## config.mk

```make
export PLATFORM = sky130hd
export DESIGN_NAME = fir_filter_tdm
export DESIGN_NICKNAME = d
export VERILOG_FILES = /design/src/rtl/fir_pkg.sv /design/src/rtl/fir_mac.sv /design/src/rtl/fir_filter_tdm.sv
export SDC_FILE = /design/constraint.sdc
export NUM_CORES = 1
export LEC_CHECK = 0
export ABC_AREA = 1
export ABC_CLOCK_PERIOD_IN_PS = 5900
export BUFFER_PORTS_ARGS = -buffer_cell sky130_fd_sc_hd__buf_2
export CAP_MARGIN = 15
export CELL_PAD_IN_SITES_DETAIL_PLACEMENT = 0
export CELL_PAD_IN_SITES_GLOBAL_PLACEMENT = 2
export CORE_ASPECT_RATIO = 1.25
export CORE_UTILIZATION = 34
export CTS_CLUSTER_DIAMETER = 100
export DETAILED_ROUTE_END_ITERATION = 8
export PLACE_DENSITY = 0.84
export SETUP_SLACK_MARGIN = 0.15
export SYNTH_ARGS = -nofsm -noshare
export SYNTH_HDL_FRONTEND = slang
export SYNTH_SLANG_ARGS = --single-unit
```

## constraint.sdc

```tcl
create_clock -name clock -period 5.9 [get_ports clock]
set_input_delay 0.295 -clock clock [delete_from_list [all_inputs] [get_ports clock]]
set_output_delay 0.295 -clock clock [all_outputs]
set_load 0.02 [all_outputs]
```

## src/rtl/fir_pkg.sv

```systemverilog
// fir_pkg: shared definitions for the time-multiplexed FIR filter.
//   fir_state_t     - controller states (IDLE waits for a sample, MAC runs the taps)
//   acc_width()     - accumulator/output width for a given data, coefficient and tap count
//   offset_to_twos()- offset-binary to two's complement conversion (inverts bit w-1)
package fir_pkg;

    typedef enum logic {
        IDLE,
        MAC
    } fir_state_t;

    // Room for TAPS full-precision products, so the running sum can never wrap.
    function automatic int acc_width(input int data_w, input int coef_w, input int taps);
        return data_w + coef_w + $clog2(taps);
    endfunction

    // Offset binary maps mid-scale to zero by flipping the MSB of a w-bit value.
    function automatic logic [31:0] offset_to_twos(input logic [31:0] d, input int unsigned w);
        return d ^ (32'd1 << (w - 1));
    endfunction

endpackage

```

## src/rtl/fir_mac.sv

```systemverilog
// fir_mac: registered signed multiply-accumulate.
//   clock, reset : rising-edge clock, asynchronous active-low reset
//   clear        : synchronous clear of the accumulator (has priority over enable)
//   enable       : acc <= acc + a*b
//   a, b         : signed operands (A_W, B_W bits)
//   sum          : combinational acc + a*b, so the caller can capture the final total
//                  on the same edge that would otherwise update acc
module fir_mac #(
    parameter int A_W   = 10,
    parameter int B_W   = 8,
    parameter int ACC_W = 20
) (
    input  logic             clock,
    input  logic             reset,
    input  logic             clear,
    input  logic             enable,
    input  logic [A_W-1:0]   a,
    input  logic [B_W-1:0]   b,
    output logic [ACC_W-1:0] sum
);

    localparam int P_W = A_W + B_W;

    logic signed [P_W-1:0] a_ext;
    logic signed [P_W-1:0] b_ext;
    logic signed [P_W-1:0] prod;
    logic [ACC_W-1:0]      acc;

    // Operands are sign-extended to the full product width first; the exact
    // product always fits in P_W bits, so the truncated multiply is exact.
    always_comb begin
        a_ext = P_W'($signed(a));
        b_ext = P_W'($signed(b));
        prod  = a_ext * b_ext;
        sum   = acc + ACC_W'(prod);
    end

    always_ff @(posedge clock or negedge reset) begin
        if (!reset) begin
            acc <= '0;
        end else if (clear) begin
            acc <= '0;
        end else if (enable) begin
            acc <= sum;
        end
    end

endmodule

```

## src/rtl/fir_filter_tdm.sv

```systemverilog
// fir_filter_tdm: time-multiplexed FIR filter, one shared MAC stepping through all taps.
//   clock, reset         : rising-edge clock, asynchronous active-low reset
//   coef_we/addr/data    : coefficient write port, honoured only while idle
//   in_valid/in_ready    : sample handshake; in_data is offset binary when SIGNED_IN=0
//   out_valid, out_data  : one-cycle result pulse, out_data held until the next result
//   busy                 : MAC sequence in progress
module fir_filter_tdm
    import fir_pkg::*;
#(
    parameter  int DATA_W    = 10,
    parameter  int COEF_W    = 8,
    parameter  int TAPS      = 4,
    parameter  int SIGNED_IN = 0,
    localparam int ACC_W     = acc_width(DATA_W, COEF_W, TAPS),
    localparam int ADDR_W    = $clog2(TAPS)
) (
    input  logic              clock,
    input  logic              reset,
    input  logic              coef_we,
    input  logic [ADDR_W-1:0] coef_addr,
    input  logic [COEF_W-1:0] coef_data,
    input  logic              in_valid,
    output logic              in_ready,
    input  logic [DATA_W-1:0] in_data,
    output logic              out_valid,
    output logic [ACC_W-1:0]  out_data,
    output logic              busy
);

    fir_state_t        state;
    fir_state_t        state_next;
    logic [DATA_W-1:0] x [TAPS];
    logic [COEF_W-1:0] h [TAPS];
    logic [ADDR_W-1:0] k;
    logic [DATA_W-1:0] sample;
    logic [DATA_W-1:0] tap_x;
    logic [COEF_W-1:0] tap_h;
    logic [ACC_W-1:0]  mac_sum;
    logic              accept;
    logic              last;
    logic              coef_ok;

    always_comb begin
        sample  = (SIGNED_IN != 0) ? in_data
                                   : DATA_W'(offset_to_twos(32'(in_data), DATA_W));
        tap_x   = x[k];
        tap_h   = h[k];
        last    = (k == ADDR_W'(TAPS - 1));
        coef_ok = coef_we && (state == IDLE) && (int'(coef_addr) < TAPS);
    end

    always_ff @(posedge clock or negedge reset) begin
        if (!reset) begin
            state <= IDLE;
        end else begin
            state <= state_next;
        end
    end

    always_comb begin
        state_next = state;
        in_ready   = 1'b0;
        busy       = 1'b0;
        accept     = 1'b0;
        unique case (state)
            IDLE: begin
                in_ready = 1'b1;
                if (in_valid) begin
                    accept     = 1'b1;
                    state_next = MAC;
                end
            end
            MAC: begin
                busy = 1'b1;
                if (last) begin
                    state_next = IDLE;
                end
            end
        endcase
    end

    always_ff @(posedge clock or negedge reset) begin
        if (!reset) begin
            k         <= '0;
            out_valid <= 1'b0;
            out_data  <= '0;
            for (int unsigned i = 0; i < TAPS; i++) begin
                x[i] <= '0;
                h[i] <= '0;
            end
        end else begin
            out_valid <= 1'b0;
            if (coef_ok) begin
                h[coef_addr] <= coef_data;
            end
            if (accept) begin
                x[0] <= sample;
                for (int unsigned i = 1; i < TAPS; i++) begin
                    x[i] <= x[i-1];
                end
                k <= '0;
            end else if (state == MAC) begin
                k <= k + 1'b1;
                // Last tap: take the total straight from the adder, not the register.
                if (last) begin
                    out_data  <= mac_sum;
                    out_valid <= 1'b1;
                end
            end
        end
    end

    fir_mac #(
        .A_W   (DATA_W),
        .B_W   (COEF_W),
        .ACC_W (ACC_W)
    ) u_mac (
        .clock  (clock),
        .reset  (reset),
        .clear  (accept),
        .enable (state == MAC),
        .a      (tap_x),
        .b      (tap_h),
        .sum    (mac_sum)
    );

endmodule
```

# Word level (Yosys, flattened, before mapping)
# Cells that the tools add are included.
[op_classes]
n_lt_le_gt_ge = 3
n_addsub = 2
n_reduce_logical = 4
div = 0
eq_ne = 1
mux = 22
n_shift = 0
multipliers = 1
n_bitwise = 5
[op_table]
columns = ["operator", "n"]
rows = [
  ["$mux 20", 2],
  ["$bwmux 32", 1],
  ["$mux 8", 3],
  ["$add 20x20->20", 1],
  ["$bmux 10 s2", 1],
  ["$mux 10", 2],
  ["$mul 10x8->18", 1],
  ["$bmux 8 s2", 1],
  ["$demux 8 s2", 1],
  ["$mux 1", 8],
  ["$ge 3x3->1 const B", 2],
  ["$not 2->3", 2],
  ["$mux 2", 2],
  ["$lt 3x1->1 const B", 1],
  ["$not 1->1", 3],
  ["$reduce_and 3->1", 1],
  ["$add 2x1->2 const B", 1],
  ["$eq 2x2->1 const B", 1],
  ["$logic_and 1x1->1", 2],
  ["$pmux 1 s2", 1],
  ["$reduce_bool 2->1", 1],
]
[word_totals]
ram_bits = 0
output_inout_bits = 23
inputBits = 24
rom_bits = 0
reg_bits = 116
n_memories = 0
latchBits = 0

# Longest topological paths before layout
[depth]
depth_word = 8
depth_mapped = 35
ltp_nobuf = 34

# Cells and area by module
# A second synthesis with hierarchy kept.
[unflattened]
cells_unflattened = 1292
hier_area_um2 = 9600.5
[modules_own_cells]
columns = ["mod", "area_each_um2", "seq_area_each_um2", "instances", "cells_per_inst"]
rows = [
  ["fir_mac", 5129.9, 500.5, 1, 717],
  ["fir_filter_tdm", 4470.5, 2402.3, 1, 575],
]

# Worst setup path before layout
# No wires, ideal clock.
[synth_timing]
path_kind = "register to register"
from = "reg k[0]"
to = "reg out_data[17]"
path_stages_with_launch = 30
required_time_ns = 5.782
path_slack_ns = 0.064
arrival_ns = 5.719
path_buffers = 2
path_cell_list = "dfrtp_1 -> buf_4 -> clkinv_2 -> buf_4 -> nand2_1 -> a32oi_1 -> inv_1 -> nor2_1 -> fa_1 -> fa_1 -> fa_1 -> inv_1 -> fa_1 -> inv_1 -> ha_1 -> a21oi_1 -> nand2_1 -> nand3_1 -> nand3_1 -> a21oi_1 -> xor2_1 -> inv_1 -> ha_1 -> nand2_1 -> nor4_2 -> nand4_1 -> nand3_1 -> nand2_1 -> nand3_1 -> nand2_1"
[synth_via]
elab_chain_cells = 6
elab_cells_between_ends = 11
classes_between = "1 x add/sub; 1 x mul; 1 x eq/ne; 6 x mux; 1 x bitwise; 1 x reduce/logical"
[synth_rtl]
columns = ["item", "line_no", "source"]
rows = [
  ["start, declared", "fir_filter_tdm.sv:34", "logic [ADDR_W-1:0] k;"],
  ["start signal, assigned", "fir_filter_tdm.sv:103", "k <= k + 1'b1;"],
  ["$not 2->3 (implied by the code)", "fir_filter_tdm.sv:46, fir_filter_tdm.sv:47", ""],
  ["$bmux 10 s2 or $bmux 8 s2 (tied branches)", "fir_filter_tdm.sv:46, fir_filter_tdm.sv:47", ""],
  ["$mux 10 (implied by the code) or $mux 8 (tied branches) (2 in a row)", "fir_filter_tdm.sv:46, fir_filter_tdm.sv:47", ""],
  ["$mul 10x8->18", "fir_mac.sv:34", "prod = a_ext * b_ext;"],
  ["$add 20x20->20", "fir_mac.sv:35", "sum = acc + ACC_W'(prod);"],
  ["end signal, assigned", "fir_filter_tdm.sv:106", "out_data <= mac_sum;"],
  ["end, declared", "fir_filter_tdm.sv:26", "output logic [ACC_W-1:0] out_data,"],
]
# Several ways; a longest one is shown, not always the timed one. The select of a mux whose other input is x is not followed.
# A chain may end at the register's enable or synchronous reset.

# Final worst setup path
# Same ends and word-level chain as after synthesis.

==> metrics.cfg <==
[detailed_routing]
ant_nets=0
route.detailed.drc=0
first_pass_iters=5
wirelength_mm=25.1
routed-via-count=8043
drt_iter0_drc=325
viasPerCell=4.70
wl_per_cell_um=14.7

[critical_path]
crit_path_start_kind=flip-flop
crit_fanout=6
path_buf_inv=9
cp.arrival_ps=6500
crit_type=flip-flop to flip-flop
slowest_stage=fa_1
crit_required_ps=6270
crit_path_end_kind=flip-flop
critPathTopFamily=adder cells
cpPeakStageDelay_ps=560
path_common_cell=fa_1

[layout]
final_common_cell=nand2_1
nFillCells=2578
n_antenna_cell=0
final_cell_area_mm2=0.0127
finalCoreUtilization=0.482
regArea_mm2=0.00290
fin_cells=1713
drive_gt1_frac=0.332
area_growth_pct=38.1
multiInputGateArea_mm2=0.00629
nets=1507
layout_common_cells=nand2_1, inv_1, buf_4

[global_route]
grt_max_degree=64
grt_pass1_vias=8311
grtUsageTotal=0.187
grt_pass1_wl_mm=40.3
grt.overflow.total=0
antenna_found_initial=0

[status]
status=finished with violations
violations=negative hold slack, negative setup slack

[yosys]
syn_avg_cell_area_um2=7.94
ys_seq_elements=116
synth_ff_type=dfrtp_1
postSynthCellCount=1158
synth.yosys.warnings=0
syn_area_mm2=0.00920
synth_cell_types=44
synth_edf_count=0
synth_seq_area_share=0.316
async_reset_ff_frac=1.00
syn_nets=1305

[floorplan]
rows=66
start_util=0.349
core_mm2=0.0263
dieHeight_um=186
die_area_mm2=0.0277
die_x_um=149
io_pins=47

[cts]
tritoncts=yes
ctsHtreeMaxLevel=4
cts_hold_buf=0
cts_root_buf=clkbuf_16
insertion_delay_ps=430
cts.sinks=116
cts_buffers=17
clk_pin_slew_worst_paths_ps=70
cts.path.max_buffers=2

[sta]
finalCriticalPeriod_ps=6120
max_freq_mhz=163
finalSetupViolations=12
worst_pin_slew_ps=849
hold_slack_ps=-24.4
rsz0062_at_grt=true
fin_crit_sh=1.04
tns_ps=-1350
hold_viol=41
slew_violations=0
relSlewSlack=0.434
fin_ws_ps=-223
clock_skew_ps=10.2

[place]
placed_area_mm2=0.0108
portBuffers=46
place_congestion=0.890
dpl.hpwl_mm=18.3
dp_cells=1648

[job]
max-cap-violations=0

[worst_hold_path]
hp-class=primary input to asynchronous set/reset pin

worst register-to-register path: cells and delay by family (launching register included):
| kind | cells | cell delay [ps] |
|---|---|---|
| fa+ha+maj | 6 | 2660 |
| simple gates | 10 | 1520 |
| buf+inv | 9 | 900 |
| flops | 1 | 440 |
| compound gates | 3 | 370 |
| xor+xnor | 1 | 160 |
area by class of cell:
cell class	instances	area share
Clock inverter	15	0.0115
Sequential cell	116	0.229
Clock buffer	17	0.0335
Multi-Input combinational cell	805	0.495
Tap cell	340	0.0335
Timing Repair Buffer	215	0.136
Inverter	205	0.0613
synthesized netlist by cell type, types with 7 or more instances:
library cell,number,share of area
nand2_1,286,0.12
a32oi_2,8,0.014
nor2_2,7,0.0048
nand2_2,10,0.0068
dfrtp_1,116,0.32
xor2_1,12,0.011
a21oi_1,63,0.034
nand3_1,38,0.021
xnor2_1,9,0.0086
inv_2,15,0.0061
a32oi_1,9,0.0086
fa_1,68,0.15
nand3b_1,10,0.0082
ha_1,55,0.075
nor2_1,108,0.044
o21ai_0,80,0.044
clkbuf_1,11,0.0045
inv_1,187,0.076
buf_2,14,0.0076
cell families after synthesis:
logic type               share of synthesized area
AO/OA/AOI/OAI                                0.118
XOR/XNOR                                    0.0200
adder cells (fa/ha/maj)                      0.223
buffers and inverters                        0.102
flip-flops                                   0.316
multiplexers                               0.00490
AND/OR/NAND/NOR                              0.216
layer usage:
layer	global-route usage	up-vias	part of all wire
li1	-	4028	-
met2	0.353	113	0.54
met4	0.0906	0	0.035
met5	0	-	0
met3	0.0225	49	0.024
met1	0.204	3853	0.40
final timing paths:
check / start / end / slack (ps) / cells after the start
setup / recovery: k[0] / out_data[17] / -220 / 29
setup reg to reg: k[0] / out_data[17] / -220 / 29
hold / removal: reset / out_data[7] / -20 / 1
min in group clock: in_data[9] / x[39] / 60 / 2
max in group asynchronous: reset / h[11] / 4700 / 2
hold reg to reg: out_data[14] / out_data[14] / 470 / 2
state kept, by name, summed over array words and instances (netlist names):
name and cells:
x 40, h 32, out_data 20, u_mac.acc 20, k 2, out_valid 1, state 1
per-stage QoR:
stage,hold WS [ps],worst slack (ps)
after floorplan,-0.591,156
after global placement,457,-513
after detailed placement,460,-589
after CTS,17.1,-308
after global routing,51.1,-478
final,-24.4,-223
repair_timing:
action,in CTS,in global routing
buffers inserted,10,18
resized for setup,76,143
setup endpoints to repair,22,24
pin swaps,35,108
gates cloned,1,4
Power is left out: the tool's default activity adds up to more than one toggle a clock period on the data nets, which glitch-free logic cannot reach.
